## src/rtl/ntt_loop_ctrl.sv

```systemverilog
// Job sequencer for the NTT address generator: LOAD, LAYERS transform passes, then UNLOAD.
// Drives mode/newloop, consumes ctr_sig, and times the IN/OUT phases with its own counter.
module ntt_loop_ctrl #(
    parameter int LAYERS    = 8,
    parameter int IO_CYCLES = 514
) (
    input  logic       clk,
    input  logic       rst,
    input  logic       start,
    input  logic       inv,
    input  logic       abort,
    input  logic       ctr_sig,
    output logic [1:0] mode,
    output logic       newloop,
    output logic [3:0] layer,
    output logic       busy,
    output logic       done
);

    localparam int CW = $clog2(IO_CYCLES);

    localparam logic [1:0] IDLE   = 2'd0;
    localparam logic [1:0] LOAD   = 2'd1;
    localparam logic [1:0] XFORM  = 2'd2;
    localparam logic [1:0] UNLOAD = 2'd3;

    localparam logic [1:0] MODE_IN  = 2'b10;
    localparam logic [1:0] MODE_OUT = 2'b11;

    localparam logic [CW-1:0] IO_LAST    = CW'(IO_CYCLES - 1);
    localparam logic [3:0]    LAYER_LAST = 4'(LAYERS - 1);

    logic [1:0]    state, state_d;
    logic [CW-1:0] io_cnt, io_cnt_d;
    logic          inv_q, inv_d;
    logic [1:0]    mode_d;
    logic          newloop_d;
    logic [3:0]    layer_d;
    logic          busy_d;
    logic          done_d;
    logic          io_phase;
    logic          io_last;

    // The IN/OUT counter only advances on newloop-low cycles, so the value left
    // over from a previous phase can never fire during a phase's newloop cycle.
    always_comb begin
        io_phase = (state == LOAD) || (state == UNLOAD);
        io_last  = io_phase && !newloop && (io_cnt == IO_LAST);
        io_cnt_d = '0;
        if (io_phase && !newloop) begin
            io_cnt_d = io_cnt + CW'(1);
        end
    end

    // A newloop pulse is never requested in a cycle that already carries one:
    // start right after an abort waits a cycle, and an abort landing on a
    // newloop cycle returns to IDLE without a second pulse.
    always_comb begin
        state_d   = state;
        inv_d     = inv_q;
        mode_d    = mode;
        layer_d   = layer;
        busy_d    = busy;
        newloop_d = 1'b0;
        done_d    = 1'b0;

        case (state)
            IDLE: begin
                if (start && !newloop) begin
                    inv_d     = inv;
                    newloop_d = 1'b1;
                    mode_d    = MODE_IN;
                    busy_d    = 1'b1;
                    state_d   = LOAD;
                end
            end

            LOAD: begin
                if (abort) begin
                    newloop_d = !newloop;
                    mode_d    = MODE_IN;
                    layer_d   = 4'd0;
                    busy_d    = 1'b0;
                    state_d   = IDLE;
                end else if (io_last) begin
                    newloop_d = 1'b1;
                    mode_d    = {1'b0, inv_q};
                    layer_d   = 4'd0;
                    state_d   = XFORM;
                end
            end

            XFORM: begin
                if (abort) begin
                    newloop_d = !newloop;
                    mode_d    = MODE_IN;
                    layer_d   = 4'd0;
                    busy_d    = 1'b0;
                    state_d   = IDLE;
                end else if (ctr_sig && !newloop) begin
                    newloop_d = 1'b1;
                    if (layer == LAYER_LAST) begin
                        mode_d  = MODE_OUT;
                        state_d = UNLOAD;
                    end else begin
                        layer_d = layer + 4'd1;
                    end
                end
            end

            UNLOAD: begin
                if (abort) begin
                    newloop_d = !newloop;
                    mode_d    = MODE_IN;
                    layer_d   = 4'd0;
                    busy_d    = 1'b0;
                    state_d   = IDLE;
                end else if (io_last) begin
                    done_d  = 1'b1;
                    busy_d  = 1'b0;
                    mode_d  = MODE_IN;
                    layer_d = 4'd0;
                    state_d = IDLE;
                end
            end

            default: begin
                state_d = IDLE;
            end
        endcase
    end

    always_ff @(posedge clk) begin
        if (rst) begin
            state   <= IDLE;
            io_cnt  <= '0;
            inv_q   <= 1'b0;
            mode    <= MODE_IN;
            newloop <= 1'b0;
            layer   <= 4'd0;
            busy    <= 1'b0;
            done    <= 1'b0;
        end else begin
            state   <= state_d;
            io_cnt  <= io_cnt_d;
            inv_q   <= inv_d;
            mode    <= mode_d;
            newloop <= newloop_d;
            layer   <= layer_d;
            busy    <= busy_d;
            done    <= done_d;
        end
    end

endmodule

```

## config.mk

```make
export PLATFORM = sky130hd
export DESIGN_NAME = ntt_loop_ctrl
export DESIGN_NICKNAME = d
export VERILOG_FILES = /design/src/rtl/ntt_loop_ctrl.sv
export SDC_FILE = /design/constraint.sdc
export NUM_CORES = 1
export LEC_CHECK = 0
export CORE_AREA = 10 10 57 59
export DETAILED_ROUTE_END_ITERATION = 8
export DIE_AREA = 0 0 67 69
export GPL_TIMING_DRIVEN = 0
export HOLD_SLACK_MARGIN = 0.15
export PLACE_DENSITY = 0.85
export SETUP_SLACK_MARGIN = 0.4
export SYNTH_ARGS = -nofsm -noshare
export SYNTH_HDL_FRONTEND = slang
export SYNTH_SLANG_ARGS = --single-unit
```

## constraint.sdc

```tcl
create_clock -name clk -period 2.8 [get_ports clk]
set_input_delay 0.84 -clock clk [delete_from_list [all_inputs] [get_ports clk]]
set_output_delay 0.84 -clock clk [all_outputs]
set_load 0.03 [all_outputs]
```

## Word-level counts from Yosys, hierarchy flattened

Cells that the tools add are included.

| storage, ports and cells | value |
|---|---|
| bits in registers | 22 |
| output and inout bits | 9 |
| logic and storage cells | 74 |

| operators by class | value |
|---|---|
| bitwise gates (word level) | 2 |
| equality and inequality tests | 13 |
| reduce and logical (&&, ||, !) cells | 16 |
| add/sub/neg operators | 2 |
| mux-type cells | 33 |

Operator list:

| cell | number |
|---|---|
| $mux W2 | 13 |
| $mux W4 | 5 |
| $pmux W2 S4 | 2 |
| $ne A3 B3 Y1 const B | 5 |
| $add A10 B1 Y10 const B | 1 |
| $eq A10 B10 Y1 const B | 1 |
| $mux W1 | 10 |
| $pmux W4 S2 | 1 |
| $reduce_or A2 Y1 | 3 |
| $reduce_and A5 Y1 | 1 |
| $add A4 B1 Y4 const B | 1 |
| $eq A2 B2 Y1 const B | 2 |
| $eq A4 B3 Y1 const B | 1 |
| $logic_and A1 B1 Y1 | 4 |
| $pmux W1 S4 | 1 |
| $reduce_and A4 Y1 | 1 |
| $ne A3 B1 Y1 const B | 1 |
| $pmux W1 S3 | 1 |
| $reduce_and A3 Y1 | 1 |
| $reduce_or A3 Y1 | 1 |
| $eq A2 B1 Y1 const B | 1 |
| $logic_not A2 Y1 | 1 |
| $ne A2 B1 Y1 const B | 1 |
| $ne A2 B2 Y1 const B | 1 |
| other kinds (5) | 6 |

## Longest topological paths before layout

| depth | value |
|---|---|
| depth after elaboration | 7 |
| depth in mapped cells | 6 |
| depth with buffers taken out | 6 |

## Worst setup path after synthesis

No wires, ideal clock.

| timing path | value |
|---|---|
| path kind | input -> register |
| start point | input abort |
| end point | register layer[2] |
| path slack | 0.865 ns |
| stages | 4 |
| setup time | 0.074 ns |
| data required time | 2.726 ns |
| data arrival time | 1.861 ns |
| cell sequence | or3_1 > or3b_1 > o41a_1 > a31oi_1 |

| on the way | value |
|---|---|
| cells in the longest elaborated chain, start to end | 2 |
| elaborated cells between the ends (all ways) | 7 |
| classes of those cells | 3 x eq/ne; 3 x mux; 1 x reduce/logical |

RTL lines:

| item | line | source |
|---|---|---|
| start: declaration | 11 | `input logic abort,` |
| $ne A3 B3 Y1 (no line), or another cell as far along | - |  |
| $reduce_and A4 Y1 (no line) / $pmux W4 S2 (equally long branches) | - |  |
| end signal: assignment | 149 | `layer <= layer_d;` |
| end: declaration | 15 | `output logic [3:0] layer,` |

Several ways; a longest one is shown, not always the timed one.
A chain may end at the register's enable or synchronous reset.

## Worst setup path in the final report

Same ends and word-level chain as after synthesis.

==> results.yml <==
final_layout:
  final_cell_mix: "dfxtp_1, nor2_1, clkdlybuf4s50_1"
  drive_above_1_share_pct: 4.05
  final_nets: 163
  mostFrequentLayoutCell: "dfxtp_1"
  syn_to_final_growth_pct: 18.1
  finalInstanceArea_sq_um: 1420
  antenna_cells: 0
clock_tree:
  cts_made_buffers: 3
  path_clk_slew_ns: 0.13
  clockBufferDepth: 2
  cts_resized: 0
  htreeDepth: 1
  root_buffer: "clkbuf_4"
  clk_latency_ns: 0.30
  cts.sinks: 22
  cts_tree: "done"
  postCtsSetupBuffers: 0
  cts-hold-fix-buffers: 0
global_route:
  grt_pass1_wl_microns: 4300
  grt.total_usage_pct: 11.1
  grt_max_degree: 14
  antenna_found_initial: 0
  grt.overflow.total: 0
  grt_pass1_vias: 997
sta:
  hold_viol_final: 0
  final-setup-viol-count: 0
  max_slew.worst_pin.slew_ns: 0.432
  maxSlewHeadroom_pct: 70.5
  final_max_slew_viol_count: 0
  period_needed_ns: 2.33
  min_period_over_period_pct: 83.2
  fmax_ghz: 0.429
  fin_skew_ns: 0.0120
  fin_hold_ws_ns: 0.488
  rsz0062_at_grt: "no"
  tns_ns: 0
hold_path:
  min_to: "busy"
  min_from: "busy"
  hold_class: "reg -> reg"
  holdPathStages: 2
detailed_routing:
  wire_per_inst_microns: 13.7
  via_per_inst: 5.60
  drt_iter0_markers: 52
  drc: 0
  wl_microns: 2420
  final_antenna_net_count: 0
  dr.pass1.iters: 4
  vias: 985
critical_path:
  cp_max_fo: 9
  cp.required_ns: 3.04
  crit_slowest_cell: "clkdlybuf4s50_1"
  cpPeakStageDelay_ns: 0.55
  path_cells: "clkdlybuf4s50_1 > or3_1 > or3b_1 > o41a_1 > a31oi_1"
  reg2reg_from: "state[1]"
  cp.arrival_ns: 2.57
  r2r_cells: 6
  cp-start-kind: "input port"
  r2r_slack_ns: 0.84
  endpoint_kind: "flip-flop"
  r2r-end: "state[0]"
  critical_path_class: "in -> reg"
yosys:
  synth_warnings: 0
  synth_nets: 145
  synth.distinct_cells: 36
  netlist_instances: 131
  syn_area_sq_um: 1200
  syn_avg_cell_area_sq_um: 9.20
  ys_seq_elements: 22
  yosysSeqAreaShare_pct: 36.6
power:
  total_leakage_power_uw: 0.000512
  power_density_nw_per_um2: 583
  vdd_drop_max_v: 0.000433
floorplan:
  die-area_sq_um: 4620
  die_w_microns: 67
  io-pin-count: 15
  initial_core_util_pct: 56.1
  die_h_microns: 69
  coreArea_sq_um: 2150
  num_rows: 17
placement:
  placed_area_sq_um: 1370
  dp_hpwl_microns: 1880
  numPortBuffers: 13
  gp_congestion: 0.885
flow_run:
  maxCapViolations: 0
outcome:
  outcome: "finished, final reports clean"
-- cells in the mapped netlist --
| master | count | share of area [%] |
|---|---|---|
| dfxtp_1 | 22 | 37 |
| nor2_1 | 13 | 4.1 |
| ha_1 | 8 | 8.3 |
| inv_1 | 8 | 2.5 |
| nand2b_1 | 8 | 4.2 |
| a21oi_1 | 6 | 2.5 |
| mux2i_1 | 6 | 5.0 |
| nand3_1 | 5 | 2.1 |
| xor2_1 | 5 | 3.6 |
| nor2b_1 | 4 | 2.1 |
| o21ai_0 | 4 | 1.7 |
| or3b_1 | 4 | 2.9 |
| or4_1 | 4 | 2.5 |
| clkbuf_1 | 3 | 0.93 |
| nand2_1 | 3 | 0.93 |
| or3_1 | 3 | 1.6 |
| a2111oi_0 | 2 | 1.5 |
| a31oi_1 | 2 | 1.0 |
| nand3b_1 | 2 | 1.2 |
| nand4_1 | 2 | 1.0 |
| nor3b_1 | 2 | 1.2 |
| a211oi_1 | 1 | 0.62 |
| a221o_1 | 1 | 0.83 |
| a221oi_1 | 1 | 0.73 |
| a2bb2oi_1 | 1 | 0.73 |
| and2_1 | 1 | 0.52 |
| and4_1 | 1 | 0.73 |
| nand4_4 | 1 | 1.8 |
| nor3_1 | 1 | 0.41 |
| nor4b_4 | 1 | 2.0 |
| o21a_1 | 1 | 0.62 |
| o21ba_1 | 1 | 0.83 |
| o22ai_1 | 1 | 0.52 |
| o31a_1 | 1 | 0.73 |
| o41a_1 | 1 | 0.93 |
| xnor2_1 | 1 | 0.73 |
-- metal layers --
layer  global-route usage [%]  share of wire [%]
met3                     2.74                4.6
met2                     19.1                 53
met5                        0                  0
met1                     12.5                 42
met4                     4.07               0.41
-- worst max-delay path by stage --
stage | from | end | slack [ns] | cells after the start
2_1_floorplan | abort | layer[2] | 0.87 | 4
6_report | abort | layer[2] | 0.47 | 5
3_5_place_dp | abort | layer[2] | 0.18 | 5
5_1_grt | layer[2] | layer[2] | 0.41 | 1
3_3_place_gp | abort | layer[2] | 0.22 | 5
4_1_cts | layer[2] | layer[2] | 0.48 | 1
-- flip-flops by register name (all words and copies together), names as in the netlist --
| name | flops |
|---|---|
| mode | 2 |
| inv_q | 1 |
| state | 2 |
| busy | 1 |
| io_cnt | 10 |
| newloop | 1 |
| done | 1 |
| layer | 4 |
-- cells by family after synthesis --
family | count (synthesis) | share of synthesized area (%)
flops | 22 | 36.6
buf+inv | 11 | 3.43
xor+xnor | 6 | 4.36
mux | 6 | 4.98
compound gates | 23 | 13.2
simple gates | 55 | 29.2
fa+ha+maj | 8 | 8.31
-- power by group --
part,internal [uW],leakage [uW],switching [uW]
combinational,101,0.000305,134
clock,145,0.0000279,92.7
sequential,336,0.000179,20.7
-- layout make-up --
class	count	area [sq um]
sequential	22	440
buffer	3	11.3
clock inverter	1	30.0
multi-input combinational	98	723
inverter	8	30.0
fill	189	726
tap	28	35.0
timing repair buffer	13	130
clock buffer	3	22.5
-- critical path: cells and delay by family --
kind                   cells  cell delay [ns]
AOI/OAI and AO/OA          2             0.29
buffers and inverters      1             0.55
and+or+nand+nor            2             0.88
-- stage by stage --
step / instances / total power, uW / utilization (%) / setup slack (ns)
finish: 176 / 829 / 66.2 / 0.471
global placement: 172 / 589 / 63.8 / 0.223
floorplan: 131 / 526 / - / 0.865
CTS: 176 / 835 / 66.2 / 0.477
detailed placement: 172 / 596 / 63.8 / 0.184
global route: 176 / 876 / 66.2 / 0.414
No activity file was read; power rests on OpenSTA's default activity.
